===== src/rtl/mem_stage_if.sv =====
// mem_stage_if: word-wide data memory port using a req/gnt/rvalid protocol.
// master = load/store unit, slave = data memory.
interface mem_stage_if;
  logic        dmem_req;
  logic        dmem_we;
  logic [31:0] dmem_addr;
  logic [3:0]  dmem_be;
  logic [31:0] dmem_wdata;
  logic        dmem_gnt;
  logic        dmem_rvalid;
  logic [31:0] dmem_rdata;

  modport master (
    output dmem_req,
    output dmem_we,
    output dmem_addr,
    output dmem_be,
    output dmem_wdata,
    input  dmem_gnt,
    input  dmem_rvalid,
    input  dmem_rdata
  );

  modport slave (
    input  dmem_req,
    input  dmem_we,
    input  dmem_addr,
    input  dmem_be,
    input  dmem_wdata,
    output dmem_gnt,
    output dmem_rvalid,
    output dmem_rdata
  );
endinterface


===== src/rtl/mem_stage.sv =====
// mem_stage: RV32 memory stage between ex_m and m_wb.
// ALU results pass through; loads/stores stall upstream while in flight.
module mem_stage #(
  parameter int DMEM_TIMEOUT = 255
) (
  input  logic        clk,
  input  logic        rst,
  input  logic        valid_in,
  input  logic        mem_read_in,
  input  logic        mem_write_in,
  input  logic [2:0]  funct3_in,
  input  logic [4:0]  rd_addr_in,
  input  logic [31:0] rd_in,
  input  logic [31:0] store_data_in,
  input  logic        writeback_en_in,
  output logic        stall,
  output logic        valid_out,
  output logic [4:0]  rd_addr_out,
  output logic [31:0] rd_out,
  output logic        writeback_en_out,
  output logic        fault_out,
  mem_stage_if.master dmem
);

  localparam int CW = $clog2(DMEM_TIMEOUT + 2);
  localparam logic [CW-1:0] TLAST =
    CW'(DMEM_TIMEOUT > 0 ? DMEM_TIMEOUT - 1 : 0);

  typedef enum logic [1:0] {
    IDLE,
    REQ,
    RESP,
    DONE
  } state_t;

  typedef struct packed {
    logic        load;
    logic [2:0]  funct3;
    logic [31:0] addr;
    logic [31:0] wdata;
    logic [3:0]  be;
    logic [4:0]  rd_addr;
    logic        wb_en;
  } op_t;

  state_t        state;
  state_t        state_nxt;
  op_t           op;
  op_t           op_in;
  logic [CW-1:0] cnt;
  logic          busy;
  logic          timed_out;

  logic          memop;
  logic          illegal;
  logic          misaligned;
  logic [1:0]    off;
  logic          latch;
  logic          stall_c;

  logic          valid_nxt;
  logic [4:0]    rd_addr_nxt;
  logic [31:0]   rd_nxt;
  logic          wb_nxt;
  logic          fault_nxt;

  logic [7:0]    lbyte;
  logic [15:0]   lhalf;
  logic [31:0]   ldata;

  assign off   = rd_in[1:0];
  assign memop = valid_in & (mem_read_in | mem_write_in);

  assign illegal =
    (mem_read_in & mem_write_in) |
    (funct3_in == 3'b011) |
    (funct3_in[2:1] == 2'b11) |
    (mem_write_in & funct3_in[2]);

  assign misaligned =
    ((funct3_in[1:0] == 2'b01) & off[0]) |
    ((funct3_in[1:0] == 2'b10) & (off != 2'b00));

  assign busy      = (state == REQ) | (state == RESP);
  assign timed_out = (DMEM_TIMEOUT != 0) && (cnt >= TLAST);

  // Store data is lane-replicated so the byte enables alone pick the lanes.
  always_comb begin
    op_in         = '0;
    op_in.load    = mem_read_in;
    op_in.funct3  = funct3_in;
    op_in.addr    = rd_in;
    op_in.rd_addr = rd_addr_in;
    op_in.wb_en   = writeback_en_in;
    unique case (funct3_in[1:0])
      2'b00: begin
        op_in.wdata = {4{store_data_in[7:0]}};
        op_in.be    = 4'b0001 << off;
      end
      2'b01: begin
        op_in.wdata = {2{store_data_in[15:0]}};
        op_in.be    = 4'b0011 << off;
      end
      default: begin
        op_in.wdata = store_data_in;
        op_in.be    = 4'b1111;
      end
    endcase
    if (mem_read_in) begin
      op_in.be = 4'b1111;
    end
  end

  always_comb begin
    lbyte = dmem.dmem_rdata[{op.addr[1:0], 3'b000} +: 8];
    lhalf = dmem.dmem_rdata[{op.addr[1], 4'b0000} +: 16];
    unique case (op.funct3)
      3'b000:  ldata = {{24{lbyte[7]}}, lbyte};
      3'b100:  ldata = {24'b0, lbyte};
      3'b001:  ldata = {{16{lhalf[15]}}, lhalf};
      3'b101:  ldata = {16'b0, lhalf};
      default: ldata = dmem.dmem_rdata;
    endcase
  end

  always_comb begin
    state_nxt   = state;
    stall_c     = 1'b0;
    latch       = 1'b0;
    valid_nxt   = 1'b0;
    rd_addr_nxt = rd_addr_out;
    rd_nxt      = rd_out;
    wb_nxt      = 1'b0;
    fault_nxt   = 1'b0;
    unique case (state)
      IDLE: begin
        if (memop && !(illegal || misaligned)) begin
          state_nxt = REQ;
          stall_c   = 1'b1;
          latch     = 1'b1;
        end else if (memop) begin
          valid_nxt   = 1'b1;
          rd_addr_nxt = rd_addr_in;
          rd_nxt      = rd_in;
          fault_nxt   = 1'b1;
        end else begin
          valid_nxt   = valid_in;
          rd_addr_nxt = rd_addr_in;
          rd_nxt      = rd_in;
          wb_nxt      = writeback_en_in;
        end
      end
      REQ: begin
        stall_c = 1'b1;
        if (dmem.dmem_gnt) begin
          state_nxt = op.load ? RESP : DONE;
          if (!op.load) begin
            valid_nxt   = 1'b1;
            rd_addr_nxt = op.rd_addr;
            rd_nxt      = op.addr;
          end
        end else if (timed_out) begin
          state_nxt   = DONE;
          valid_nxt   = 1'b1;
          rd_addr_nxt = op.rd_addr;
          rd_nxt      = op.addr;
          fault_nxt   = 1'b1;
        end
      end
      RESP: begin
        stall_c = 1'b1;
        if (dmem.dmem_rvalid) begin
          state_nxt   = DONE;
          valid_nxt   = 1'b1;
          rd_addr_nxt = op.rd_addr;
          rd_nxt      = ldata;
          wb_nxt      = op.wb_en;
        end else if (timed_out) begin
          state_nxt   = DONE;
          valid_nxt   = 1'b1;
          rd_addr_nxt = op.rd_addr;
          rd_nxt      = op.addr;
          fault_nxt   = 1'b1;
        end
      end
      DONE: begin
        state_nxt = IDLE;
      end
    endcase
  end

  // Reset must release upstream immediately, even with a memop presented.
  assign stall = stall_c & ~rst;

  assign dmem.dmem_req   = (state == REQ);
  assign dmem.dmem_we    = (state == REQ) & ~op.load;
  assign dmem.dmem_addr  = {op.addr[31:2], 2'b00};
  assign dmem.dmem_be    = op.be;
  assign dmem.dmem_wdata = op.wdata;

  always_ff @(posedge clk or posedge rst) begin
    if (rst) begin
      state            <= IDLE;
      cnt              <= '0;
      op               <= '0;
      valid_out        <= 1'b0;
      rd_addr_out      <= '0;
      rd_out           <= '0;
      writeback_en_out <= 1'b0;
      fault_out        <= 1'b0;
    end else begin
      state            <= state_nxt;
      cnt              <= busy ? cnt + CW'(1) : '0;
      if (latch) begin
        op <= op_in;
      end
      valid_out        <= valid_nxt;
      rd_addr_out      <= rd_addr_nxt;
      rd_out           <= rd_nxt;
      writeback_en_out <= wb_nxt;
      fault_out        <= fault_nxt;
    end
  end

endmodule


===== src/flat_wrapper.sv =====
// flat-port wrapper written by rule: the top's interface ports become plain ports
module mem_stage_flat 
#(
  parameter int DMEM_TIMEOUT = 255
)
  (clk, rst, valid_in, mem_read_in, mem_write_in, funct3_in, rd_addr_in, rd_in, store_data_in, writeback_en_in, stall, valid_out, rd_addr_out, rd_out, writeback_en_out, fault_out, dmem_dmem_req, dmem_dmem_we, dmem_dmem_addr, dmem_dmem_be, dmem_dmem_wdata, dmem_dmem_gnt, dmem_dmem_rvalid, dmem_dmem_rdata);
  mem_stage_if dmem_i ();
  input  logic clk;
  input  logic rst;
  input  logic valid_in;
  input  logic mem_read_in;
  input  logic mem_write_in;
  input  logic [2:0] funct3_in;
  input  logic [4:0] rd_addr_in;
  input  logic [31:0] rd_in;
  input  logic [31:0] store_data_in;
  input  logic writeback_en_in;
  output logic stall;
  output logic valid_out;
  output logic [4:0] rd_addr_out;
  output logic [31:0] rd_out;
  output logic writeback_en_out;
  output logic fault_out;
  output wire logic [$bits(dmem_i.dmem_req)-1:0] dmem_dmem_req;
  output wire logic [$bits(dmem_i.dmem_we)-1:0] dmem_dmem_we;
  output wire logic [$bits(dmem_i.dmem_addr)-1:0] dmem_dmem_addr;
  output wire logic [$bits(dmem_i.dmem_be)-1:0] dmem_dmem_be;
  output wire logic [$bits(dmem_i.dmem_wdata)-1:0] dmem_dmem_wdata;
  input wire logic [$bits(dmem_i.dmem_gnt)-1:0] dmem_dmem_gnt;
  input wire logic [$bits(dmem_i.dmem_rvalid)-1:0] dmem_dmem_rvalid;
  input wire logic [$bits(dmem_i.dmem_rdata)-1:0] dmem_dmem_rdata;
  assign dmem_dmem_req = dmem_i.dmem_req;
  assign dmem_dmem_we = dmem_i.dmem_we;
  assign dmem_dmem_addr = dmem_i.dmem_addr;
  assign dmem_dmem_be = dmem_i.dmem_be;
  assign dmem_dmem_wdata = dmem_i.dmem_wdata;
  assign dmem_i.dmem_gnt = dmem_dmem_gnt;
  assign dmem_i.dmem_rvalid = dmem_dmem_rvalid;
  assign dmem_i.dmem_rdata = dmem_dmem_rdata;
  mem_stage #(.DMEM_TIMEOUT(DMEM_TIMEOUT)) u_core (.clk(clk), .rst(rst), .valid_in(valid_in), .mem_read_in(mem_read_in), .mem_write_in(mem_write_in), .funct3_in(funct3_in), .rd_addr_in(rd_addr_in), .rd_in(rd_in), .store_data_in(store_data_in), .writeback_en_in(writeback_en_in), .stall(stall), .valid_out(valid_out), .rd_addr_out(rd_addr_out), .rd_out(rd_out), .writeback_en_out(writeback_en_out), .fault_out(fault_out), .dmem(dmem_i));
endmodule

===== config.mk =====
export PLATFORM = sky130hd
export DESIGN_NAME = mem_stage_flat
export DESIGN_NICKNAME = d
export VERILOG_FILES = /design/src/rtl/mem_stage_if.sv /design/src/rtl/mem_stage.sv /design/src/flat_wrapper.sv
export SDC_FILE = /design/constraint.sdc
export NUM_CORES = 1
export LEC_CHECK = 0
export CORE_MARGIN = 2
export CORE_UTILIZATION = 60
export DETAILED_ROUTE_END_ITERATION = 7
export DONT_BUFFER_PORTS = 1
export GPL_TIMING_DRIVEN = 0
export PLACE_DENSITY = 0.76
export SETUP_SLACK_MARGIN = 0.4
export SYNTH_ARGS = -nofsm -noshare
export SYNTH_HDL_FRONTEND = slang
export SYNTH_SLANG_ARGS = --single-unit

===== constraint.sdc =====
create_clock -name clk -period 10.2 [get_ports clk]
set_input_delay 1.53 -clock clk [delete_from_list [all_inputs] [get_ports clk]]
set_output_delay 1.53 -clock clk [all_outputs]
set_load 0.02 [all_outputs]

### After elaboration in Yosys (flattened, before gate mapping)

Cells that the tools add are included.

* register bits after elaboration: 129
* bits in latches: 0
* memory bits (writable): 0
* memory bits (read-only): 0
* input bits: 112
* output and inout bits: 111
* word-level logic and storage cells: 99
* memories: 0

* $add $sub $neg: 1
* multiply operators: 0
* div/mod/pow operators: 0
* $lt $le $gt $ge: 1
* eq/ne operators: 13
* shift operators: 4
* muxes and demuxes: 41
* bitwise logic cells: 15
* reductions and logical operators: 10

Operators with widths (number)
* 32-bit 2-to-1 mux: 5
* 32-bit one-hot mux with 4 select lines: 1
* 32-bit one-hot mux with 3 select lines: 1
* 36-bit one-hot mux with 2 select lines: 1
* 32-bit by 6-bit indexed part select with 16-bit output: 1
* 32-bit by 6-bit indexed part select with 8-bit output: 1
* 5-bit 2-to-1 mux: 5
* 1-bit 2-to-1 mux: 16
* 5-bit one-hot mux with 3 select lines: 1
* 9-bit by 1-bit adder with 9-bit output (second input constant): 1
* 9-bit by 8-bit greater-or-equal comparator with 1-bit output (second input constant): 1
* 9-bit 2-to-1 mux: 1
* 2-bit == test (second input constant): 4
* 2-bit 2-to-1 mux: 4
* 2-bit one-hot mux with 4 select lines: 1
* 1-bit bitwise AND: 7
* 3-bit == test (second input constant): 2
* 1-bit OR: 6
* 1-bit one-hot mux with 3 select lines: 2
* 2-bit by 1-bit == test with 1-bit output (second input constant): 2
* 2-bit zero test: 2
* 4-bit 2-to-1 mux: 1
* 1-bit one-hot mux with 2 select lines: 2
* 1-bit by 2-bit left shift with 4-bit output (first input constant): 1
* 15 further kinds: 16

### Depth between registers and ports, before layout

Gate-level depths: netlist of the first run.

* word-level depth: 10
* mapped depth: 9

### Worst setup path before layout of the first run

OpenSTA, ideal clock, no wires.

* path kind: input port to output port
* start: input port funct3_in[0]
* end: output port stall
* data arrival time: 3.122 ns
* data required time: 8.670 ns
* slack: 5.548 ns
* stages on the path: 7
* path buffers: 3
* path through: buf_2 -> nor4_4 -> o21a_1 -> buf_4 -> nand2_2 -> buf_2 -> a211oi_1

* word-level cells in the longest chain between the ends: 10
* elaborated cells between the ends (all ways): 15
* classes of those cells: eq/ne (3); mux (2); bitwise (7); reduce/logical (3)

RTL lines
* from (decl): line flat_wrapper.sv:13 `input logic [2:0] funct3_in;`
* 3-bit by 2-bit == test with 1-bit output: line mem_stage.sv:76 `(funct3_in == 3'b011) |`
* 1-bit OR: line mem_stage.sv:75 `(mem_read_in & mem_write_in) |`
* 1-bit OR: line mem_stage.sv:76
* 1-bit OR: line mem_stage.sv:77 `(funct3_in[2:1] == 2'b11) |`
* 1-bit logical OR *: line mem_stage.sv:137 `if (memop && !(illegal || misaligned)) begin`
* 1-bit zero test *: line mem_stage.sv:137
* 1-bit logical AND *: line mem_stage.sv:137
* 1-bit 2-to-1 mux *: line mem_stage.sv:137
* 1-bit one-hot mux with 2 select lines *: line mem_stage.sv:135 `unique case (state)`
* 1-bit bitwise AND *: line mem_stage.sv:193 `assign stall = stall_c & ~rst;`
* to (decl): line flat_wrapper.sv:18 `output logic stall;`

Every way passes the cells marked *; elsewhere a longest branch is shown, timed or not.

### Worst setup path in the final report of the first run

Same ends and word-level chain as after synthesis.

==> results.ini, run 1 <==
[cts]
cts-root-buf = clkbuf_16
cts_tree = done
numCtsBuffers = 17
hold_buffers = 0
cts-resized-gates = 0
clkSinkCount = 129
worstSkewPairLatency_ps = 420
clkSlewWorstSetupHoldPaths_ps = 60
clock_path_buffers = 2
cts_setup_buffers = 0
cts_max_level = 4

[setup_path]
arrival_ps = 3340
worstSetupEndpointType = output port
path_class = in -> out
crit_buf_inv = 3
reg2reg_slack_ps = 7260
required_ps = 8670
startpoint_type = input port
worstPathCellList = buf_2 -> nor4_4 -> o21a_1 -> buf_4 -> nand2_2 -> buf_2 -> a211oi_1
path_max_fanout = 10
max_stage_delay_ps = 640
critPathSlowestCell = a211oi_1
critPathMostFrequentCell = buf_2
crit_family = compound AO/OA/AOI/OAI gates

[yosys]
syn_avg_cell_area_um2 = 8.799
synth-edff-count = 0
yosys.area.top_type = dfrtp_1
seq_area_frac_synth_pct = 42.32
synth_fa_ha_area_share_pct = 1.148
ys_warn_count = 0
synth_cell_type_count = 70
netlist_area_um2 = 7629
async_reset_ff_share_pct = 100.0
synth_top_area_share_pct = 42.32
synth_seq_cells = 129
synthMuxAreaShare_pct = 5.609
synthTopCellsByCount = 192 x nand2_1, 129 x dfrtp_1, 73 x buf_4, 66 x o21ai_0, 60 x nor2_1
synth_xor_area_share_pct = 0.8037
syn_inst = 867
synthSimpleGateAreaFrac_pct = 17.21
synth_area_leaders = dfrtp_1 42%, nand2_1 9.4%, buf_4 7.2%
ys.flop_type = dfrtp_1
synth_top_family_by_area = compound AO/OA/AOI/OAI gates
synth-compound-area-share_pct = 22.16
yosysMostFrequentCell = nand2_1

[routing]
first_pass_iters = 5
drt_iter0_drc = 556
detail_route.wl_per_cell_um = 22.80
vias_per_cell = 6.417
wl_um = 24470
postRouteAntennaNets = 0
vias = 6885
drc_errors = 0

[timing]
fmax_mhz = 205.4
worst_slack_ps = 5332
setup-tns-final_ps = 0
rsz0062_at_grt = false
setup_viol = 0
fin_crit_sh_pct = 47.73
max_slew.worst_pin.slew_ps = 964.6
slew_viol_final = 0
finalCriticalPeriod_ps = 4868
hold_viol_final = 0
max-slew-margin-rel_pct = 35.45
whs_ps = 473.9
fin_worst_skew_ps = 4.291

[floorplan]
initial_core_util_pct = 60.95
die-height_um = 116.8
die_w_um = 116.8
rows = 41
io_pins = 223
core-area_um2 = 12520
dieArea_um2 = 13630

[layout]
nets = 1007
post-route-util_pct = 67.47
drive_gt1_share_pct = 17.87
instances_no_fill = 1073
areaGrowthSynthToFinish_pct = 10.71
diodes = 0

[place]
place.gp.congestion = 0.9513
dp.cells = 1041
pre_cts_ws_ps = 5337
post-dp-hpwl_um = 18110
port_buffers = 0

[status]
status = finished clean

[global_routing]
grt_pass1_vias = 6716
grt_max_degree = 83
grt_pass1_wl_um = 36830
antenna_found_initial = 1
grtUsageTotal_pct = 36.06
overflow = 0

[power_and_ir_drop]
power_density_nw_per_um2 = 374.7
leakage_nw = 3.829
peakVddDrop_mv = 0.1869

[flow_run]
maxCapViolCount = 0

[min_path]
hp-class = reg -> reg

==> per-stage QoR <==
| stage | total power [mW] | area, um2 |
|---|---|---|
| global route | 3.347 | 8446 |
| detailed placement | 2.557 | 7880 |
| CTS | 3.145 | 8446 |
| floorplan | 2.198 | 7632 |
| global placement | 2.503 | 7848 |
| finish | 3.164 | 8446 |
==> routing by layer <==
metal | up-vias | part of all wire, % | track usage, %
met5 | - | 0.053 | 0
met4 | 2 | 3.6 | 16.16
met3 | 74 | 12 | 12.77
met2 | 402 | 47 | 57.53
met1 | 3368 | 37 | 44.19
li1 | 3039 | - | -
==> worst register-to-register path: cells and delay by family, from the launching register on <==
family                     cells  cell delay (ps)
and+or+nand+nor                1              410
DFF                            1              420
buffers and inverters          3             1120
AOI/OAI and AO/OA              3              550
adders and majority gates      1              370
==> layout make-up <==
type                            instances  area (um2)
Timing Repair Buffer                    1       27.53
Sequential cell                       129        3228
Clock inverter                         11       105.1
Tap cell                              172       215.2
Multi-Input combinational cell        604        3587
Inverter                               13       53.80
Buffer                                122       768.2
Clock buffer                           21       460.4
Fill cell                            1056        4071
==> worst paths after layout <==
check / start / depth (start not counted) / end
setup / recovery: funct3_in[0] / 7 / stall
hold / removal: u_core.dmem.dmem_wdata[3]$_DFFE_PP0P_ / 2 / u_core.dmem.dmem_wdata[3]$_DFFE_PP0P_
setup reg to reg: u_core.state[1]$_DFFE_PP0P_ / 8 / u_core.rd_out[19]$_DFFE_PP0P_
hold reg to reg: u_core.dmem.dmem_wdata[3]$_DFFE_PP0P_ / 2 / u_core.dmem.dmem_wdata[3]$_DFFE_PP0P_
max in group asynchronous: rst / 2 / u_core.dmem.dmem_addr[11]$_DFFE_PP0P_
min in group asynchronous: rst / 1 / u_core.dmem.dmem_wdata[5]$_DFFE_PP0P_
==> registers in the layout, indices dropped and copies added, names as in the netlist <==
register / count
u_core.op: 12
u_core.cnt: 9
u_core.state: 2
u_core.fault_out: 1
u_core.dmem.dmem_addr: 30
u_core.dmem.dmem_wdata: 32
u_core.rd_out: 32
u_core.rd_addr_out: 5
u_core.valid_out: 1
u_core.dmem.dmem_be: 4
u_core.writeback_en_out: 1
==> logic make-up (layout without fill, tap and decap cells) <==
group | Yosys count | in the layout
AND/OR/NAND/NOR | 311 | 311
AO/OA/AOI/OAI | 235 | 235
buffers and inverters | 135 | 168
flip-flops | 129 | 129
multiplexers | 42 | 42
adder cells (fa/ha/maj) | 7 | 7
XOR/XNOR | 7 | 7
other | 1 | 2
==> power breakdown <==
| group | switching [mW] | internal (mW) | total, mW |
|---|---|---|---|
| registers | 0.311 | 0.761 | 1.07 |
| clock network | 0.236 | 0.349 | 0.585 |
| logic | 0.925 | 0.582 | 1.51 |
| total | 1.47 | 1.69 | 3.16 |
==> layout by cell type, fill, tap and decap left out, types with 4 or more instances in the layout <==
cell / count
a21o_1: 7
dfrtp_1: 129
nor3_1: 15
nand2_1: 192
ha_1: 7
a211oi_1: 13
clkbuf_16: 17
o311ai_1: 4
a22o_1: 5
clkbuf_1: 32
nor2b_1: 5
inv_1: 10
a21oi_1: 27
o221ai_1: 5
nor2_1: 60
o21ai_0: 66
clkinvlp_4: 4
buf_4: 73
a221oi_1: 19
mux2i_1: 36
mux2_2: 6
a211oi_2: 11
a22oi_1: 13
o21ai_1: 4
xor2_1: 6
a31oi_1: 12
nand3_1: 6
nand3b_1: 5
nand2b_1: 6
buf_2: 16
o2bb2ai_1: 7
o211ai_1: 12
(Power assumes the default switching activity.)
==> run 2, diff against run 1 <==
==> constraint.sdc (replaced) <==
create_clock -name clk -period 5.1 [get_ports clk]
set_input_delay 0.765 -clock clk [delete_from_list [all_inputs] [get_ports clk]]
set_output_delay 0.765 -clock clk [all_outputs]
set_load 0.02 [all_outputs]
==> run 2 against run 1 <==
  * Clock power up 100%
  * Critical endpoint unchanged
  * Combinational power up 100%
  * Highest routed layer is now met4
  * Hold slack lost 250 ps
==> results.ini, run 2 (synthesis gave the netlist of run 1 again) <==
[flow_run]
maxCapViolCount = 0  ; unchanged

[cts]
clkSinkCount = 129  ; unchanged
cts_max_level = 4  ; unchanged
numCtsBuffers = 17  ; unchanged
clock_path_buffers = 2  ; unchanged
cts-root-buf = clkbuf_16
cts_setup_buffers = 0  ; unchanged
cts_tree = done
cts-resized-gates = 0  ; unchanged
worstSkewPairLatency_ps = 420  ; about the same
hold_buffers = 0  ; unchanged
clkSlewWorstSetupHoldPaths_ps = 60  ; about the same

[timing]
setup_viol = 0  ; unchanged
finalCriticalPeriod_ps = 3779
fin_worst_skew_ps = 5.016  ; +0.7249 ps
hold_viol_final = 0  ; unchanged
rsz0062_at_grt = false
fmax_mhz = 264.6
whs_ps = 222.3  ; -251.6 ps
slew_viol_final = 0  ; unchanged
max-slew-margin-rel_pct = 35.59  ; +0.14 points
max_slew.worst_pin.slew_ps = 962.5  ; -2.105 ps
setup-tns-final_ps = 0  ; unchanged
fin_crit_sh_pct = 74.10

[routing]
first_pass_iters = 7  ; +2
vias = 6799  ; -1.2%
drc_errors = 0  ; unchanged
postRouteAntennaNets = 0  ; unchanged
drt_iter0_drc = 547  ; -1.6%
vias_per_cell = 6.336  ; -1.2%
wl_um = 24530  ; +0.23%
detail_route.wl_per_cell_um = 22.86  ; +0.23%

[global_routing]
grt_pass1_wl_um = 36820  ; about the same
grt_pass1_vias = 6707  ; -0.13%
antenna_found_initial = 1  ; unchanged
grt_max_degree = 83  ; unchanged
grtUsageTotal_pct = 36.06  ; unchanged
overflow = 0  ; unchanged

[setup_path]
r2r_cells = 8  ; unchanged
crit_buf_inv = 3  ; unchanged
path_class = reg -> out
reg2reg_slack_ps = 2180  ; -5080 ps
r2r_end = u_core.rd_out[19]$_DFFE_PP0P_
critPathSlowestCell = a211oi_1
cp-endpoint = stall
r2r_start = u_core.state[1]$_DFFE_PP0P_
crit_start = u_core.state[0]$_DFFE_PP0P_
cp.depth = 7  ; unchanged
path_max_fanout = 10  ; unchanged
worstPathCellList = inv_1 -> ha_1 -> inv_2 -> nor2_1 -> nand2_2 -> buf_2 -> a211oi_1
worstSetupEndpointType = output port
startpoint_type = flop
required_ps = 4340  ; -4330 ps
crit_family = simple AND/OR/NAND/NOR gates
arrival_ps = 3010  ; -330 ps
max_stage_delay_ps = 630  ; about the same

[layout]
diodes = 0  ; unchanged
final_cell_mix = 192 x nand2_1, 129 x dfrtp_1, 73 x buf_4, 66 x o21ai_0, 60 x nor2_1
nets = 1007  ; unchanged
drive_gt1_share_pct = 17.87  ; unchanged
final_common_cell = nand2_1
areaGrowthSynthToFinish_pct = 10.71  ; unchanged

[place]
port_buffers = 0  ; unchanged
place.gp.congestion = 0.9513  ; unchanged
post-dp-hpwl_um = 18110  ; unchanged

[floorplan]
dieArea_um2 = 13630  ; unchanged
io_pins = 223  ; unchanged
rows = 41  ; unchanged
die_w_um = 116.8  ; unchanged
core-area_um2 = 12520  ; unchanged
die-height_um = 116.8  ; unchanged
initial_core_util_pct = 60.95  ; unchanged

[status]
status = finished clean

[power_and_ir_drop]
power_density_nw_per_um2 = 750.0  ; +100%
peakVddDrop_mv = 0.3731  ; +100%
leakage_nw = 3.829  ; unchanged

[min_path]
hp-class = in -> async

[run 2: cell counts in the layout (fill, tap and decap cells not counted)]
No cell type changed its count.
[run 2: where the power goes]
group / leakage, nW / internal (mW) / total, mW / switching, mW
Clock: 0.266 / 0.698 / 1.17 / 0.473
Combinational: 1.96 / 1.16 / 3.02 / 1.85
Sequential: 1.60 / 1.52 / 2.15 / 0.625
[run 2: routing by layer]
metal | GRT usage (%) | wire (um) | vias up
met3 | 12.71 | 2937 | 63
li1 | - | - | 3027
met1 | 44.23 | 9071 | 3303
met2 | 57.61 | 11750 | 406
met5 | 0 | 0 | -
met4 | 16.00 | 768 | 0
[run 2: area by class of cell]
class                           count  area (um2)
Fill cell                        1056        4071
Clock inverter                     11       105.1
Tap cell                          172       215.2
Sequential cell                   129        3228
Timing Repair Buffer                1       27.53
Inverter                           13       53.80
Clock buffer                       21       460.4
Buffer                            122       768.2
Multi-Input combinational cell    604        3587
[run 2: worst min-delay path by stage]
stage	to
2_1_floorplan	u_core.op[1]$_DFFE_PP0P_
3_3_place_gp	u_core.op[2]$_DFFE_PP0P_
3_5_place_dp	u_core.dmem.dmem_wdata[3]$_DFFE_PP0P_
4_1_cts	u_core.dmem.dmem_wdata[5]$_DFFE_PP0P_
5_1_grt	u_core.cnt[0]$_DFF_PP0_
6_report	u_core.dmem.dmem_wdata[5]$_DFFE_PP0P_
[run 2: metrics by stage]
step	power (mW)	setup slack [ps]	cells	utilization (%)	cell area (um2)
2_1_floorplan	4.397	894.0	868	-	7632
3_3_place_gp	5.006	-384.3	1040	62.69	7848
3_5_place_dp	5.114	1767	1041	62.95	7880
4_1_cts	6.290	1345	1073	67.47	8446
5_1_grt	6.695	1126	1073	67.47	8446
6_report	6.334	1321	1073	67.47	8446
==> run 3, diff against run 2 <==
--- a/config.mk
+++ b/config.mk
@@ -6,7 +6,7 @@
 export NUM_CORES = 1
 export LEC_CHECK = 0
 export CORE_MARGIN = 2
-export CORE_UTILIZATION = 60
+export CORE_UTILIZATION = 58
 export DETAILED_ROUTE_END_ITERATION = 7
 export DONT_BUFFER_PORTS = 1
 export GPL_TIMING_DRIVEN = 0
==> constraint.sdc (replaced) <==
create_clock -name clk -period 3.2 [get_ports clk]
set_input_delay 0.48 -clock clk [delete_from_list [all_inputs] [get_ports clk]]
set_output_delay 0.48 -clock clk [all_outputs]
set_load 0.02 [all_outputs]
==> run 3 against run 2 <==
  * Sequential share of layout area decreased by 0.51 points
  * First-iteration DRC count increased by 16%
  * Largest power group unchanged
  * Critical endpoint unchanged
  * Combinational power increased by 61%
  * Cell count increased by 0.37%
==> results.ini, run 3 (synthesis gave the netlist of run 1 again) <==
[status]
status = finished clean

[timing]
finalCriticalPeriod_ps = 2688
setup-tns-final_ps = 0  ; unchanged
rsz0062_at_grt = true
fin_worst_skew_ps = 6.153  ; +1.136 ps
setup_viol = 0  ; unchanged
hold_viol_final = 0  ; unchanged
max-slew-margin-rel_pct = 37.70  ; +2.1 points
max_slew.worst_pin.slew_ps = 931.0  ; -31.50 ps
fin_crit_sh_pct = 84.00
slew_viol_final = 0  ; unchanged
fmax_mhz = 372.0

[power_and_ir_drop]
power_density_nw_per_um2 = 1196  ; +59%
swShare_pct = 45.76  ; -0.80 points
peakVddDrop_mv = 0.5369  ; +44%
clkPwrFrac_pct = 19.3  ; +0.8 points
power.total_mw = 10.24  ; +62%
leakage_nw = 3.886  ; +1.5%
p_int_mw = 5.552  ; +64%
p_seq_share_pct = 33.4  ; -0.5 points
p_sw_mw = 4.684  ; +59%
power_frac_comb_pct = 47.4  ; -0.2 points

[routing]
drc_errors = 0  ; unchanged
detail_route.wl_per_cell_um = 22.96  ; +0.45%
first_pass_iters = 5  ; -2
wl_um = 24730  ; +0.82%
drt_iter0_drc = 632  ; +16%
postRouteAntennaNets = 0  ; unchanged
vias = 6830  ; +0.46%
vias_per_cell = 6.342  ; about the same

[floorplan]
die-height_um = 118.7  ; +1.7%
rows = 41  ; unchanged
core-area_um2 = 12720  ; +1.6%
dieArea_um2 = 14090  ; +3.3%
io_pins = 223  ; unchanged
die_w_um = 118.7  ; +1.7%
initial_core_util_pct = 59.96  ; -0.98 points

[setup_path]
r2r_end = u_core.rd_out[12]$_DFFE_PP0P_
arrival_ps = 2210  ; -800 ps
r2r_cells = 7  ; -1
worstSetupEndpointType = output port
startpoint_type = flop
cp.depth = 5  ; -2
r2r_start = u_core.state[1]$_DFFE_PP0P_
path_class = reg -> out
worstPathCellList = inv_1 -> ha_2 -> clkinv_2 -> clkbuf_1 -> a211oi_4
required_ps = 2720  ; -1620 ps
crit_family = buffers and inverters
path_max_fanout = 10  ; unchanged
max_stage_delay_ps = 410  ; -220 ps
critPathSlowestCell = ha_2
crit_buf_inv = 3  ; unchanged
reg2reg_slack_ps = 570  ; -1610 ps

[place]
place.gp.congestion = 0.9272  ; -2.5%
post-dp-hpwl_um = 18550  ; +2.5%
port_buffers = 0  ; unchanged

[min_path]
hp-class = in -> reg
min-delay-start = rd_in[12]
whs_endpoint = u_core.dmem.dmem_addr[12]$_DFFE_PP0P_
holdPathStages = 2

[global_routing]
grt_pass1_wl_um = 37870  ; +2.9%
grt_max_degree = 45  ; -46%
overflow = 0  ; unchanged
grt_pass1_vias = 6677  ; -0.45%
grtUsageTotal_pct = 35.02  ; -1.0 points
antenna_found_initial = 0  ; -1

[layout]
drive_gt1_share_pct = 18.78  ; +0.92 points
fillCellCount = 1082  ; +2.5%
final_cell_mix = 192 x nand2_1, 129 x dfrtp_1, 76 x buf_4, 66 x o21ai_0, 59 x nor2_1
final_common_cell = nand2_1
diodes = 0  ; unchanged
nets = 1013  ; +0.60%
areaGrowthSynthToFinish_pct = 12.20

[cts]
clkSinkCount = 129  ; unchanged
clock_path_buffers = 2  ; unchanged
worstSkewPairLatency_ps = 430  ; about the same
clkSlewWorstSetupHoldPaths_ps = 60  ; about the same
cts_max_level = 4  ; unchanged
cts_tree = done
numCtsBuffers = 17  ; unchanged
cts-root-buf = clkbuf_16

[flow_run]
maxCapViolCount = 0  ; unchanged

-- run 3: cell count changes in the layout (fill, tap and decap cells not counted), moves of 2 or more --
cell	before	now
nor2_4	0	2
buf_4	73	76
clkinv_2	2	4
buf_12	0	3
clkbuf_2	1	3
inv_6	3	0
bufinv_16	1	3
clkbuf_1	32	30
-- run 3: layout make-up --
cell class,instances,area [um2],share of cell area (%)
repair buffers,7,92.59,1.082
well taps,172,215.2,2.514
clock buffers,20,446.7,5.219
plain buffers,122,770.7,9.005
flip-flops and latches,129,3228,37.71
inverters,13,53.80,0.6286
multi-input cells,604,3615,42.23
clock inverters,10,137.6,1.608
-- run 3: what timing repair did --
action | in CTS | in global routing
pin swaps | 0 | 1
setup endpoints to repair | 5 | 16
gates resized for setup | 7 | 3
hold buffers | 1 | 0
setup buffers | 0 | 3
endpoints found under the hold margin | 13 | 0
-- run 3: how the worst max path moves through the flow --
stage                                     start    end  slack (ps)
finish              u_core.state[1]$_DFFE_PP0P_  stall         510
global route        u_core.state[1]$_DFFE_PP0P_  stall         390
CTS                 u_core.state[0]$_DFFE_PP0P_  stall         350
detailed placement  u_core.state[0]$_DFFE_PP0P_  stall          90
global placement    u_core.state[0]$_DFFE_PP0P_  stall         210
floorplan           u_core.state[0]$_DFFE_PP0P_  stall         610
-- run 3: worst register-to-register path, stage by stage (launching register included) --
cell      delay [ps]
dfrtp_1          400
inv_1            100
ha_2             410
clkbuf_1         460
clkbuf_1         550
o41ai_1          250
a221oi_1         250
o21ai_1          100
-- run 3: power groups by stage --
| stage | Sequential, mW | Combinational [mW] | Clock, mW |
|---|---|---|---|
| global route | 3.49 | 5.22 | 2.06 |
| finish | 3.41 | 4.85 | 1.97 |
| global placement | 3.37 | 4.62 | 0 |
| CTS | 3.40 | 4.79 | 1.98 |
| floorplan | 3.19 | 3.82 | 0 |
| detailed placement | 3.42 | 4.75 | 0 |
-- run 3: stage by stage --
step	hold WS, ps	setup WS (ps)	cell area, um2	std cells	util (%)
after floorplan	445.4	606.0	7636	868	-
after global placement	459.8	206.7	7851	1040	61.71
after detailed placement	352.0	85.63	7911	1043	62.19
after CTS	149.6	348.5	8531	1074	67.05
after global routing	147.8	386.7	8559	1077	67.28
final	157.5	512.0	8559	1077	67.28
-- run 3: routing by layer --
metal | global-route usage [%] | up-vias | part of all wire (%)
met1 | 43.12 | 3326 | 38
met3 | 12.21 | 60 | 11
li1 | - | 3038 | -
met2 | 57.22 | 406 | 48
met4 | 12.05 | 0 | 3.0
met5 | 0 | - | 0
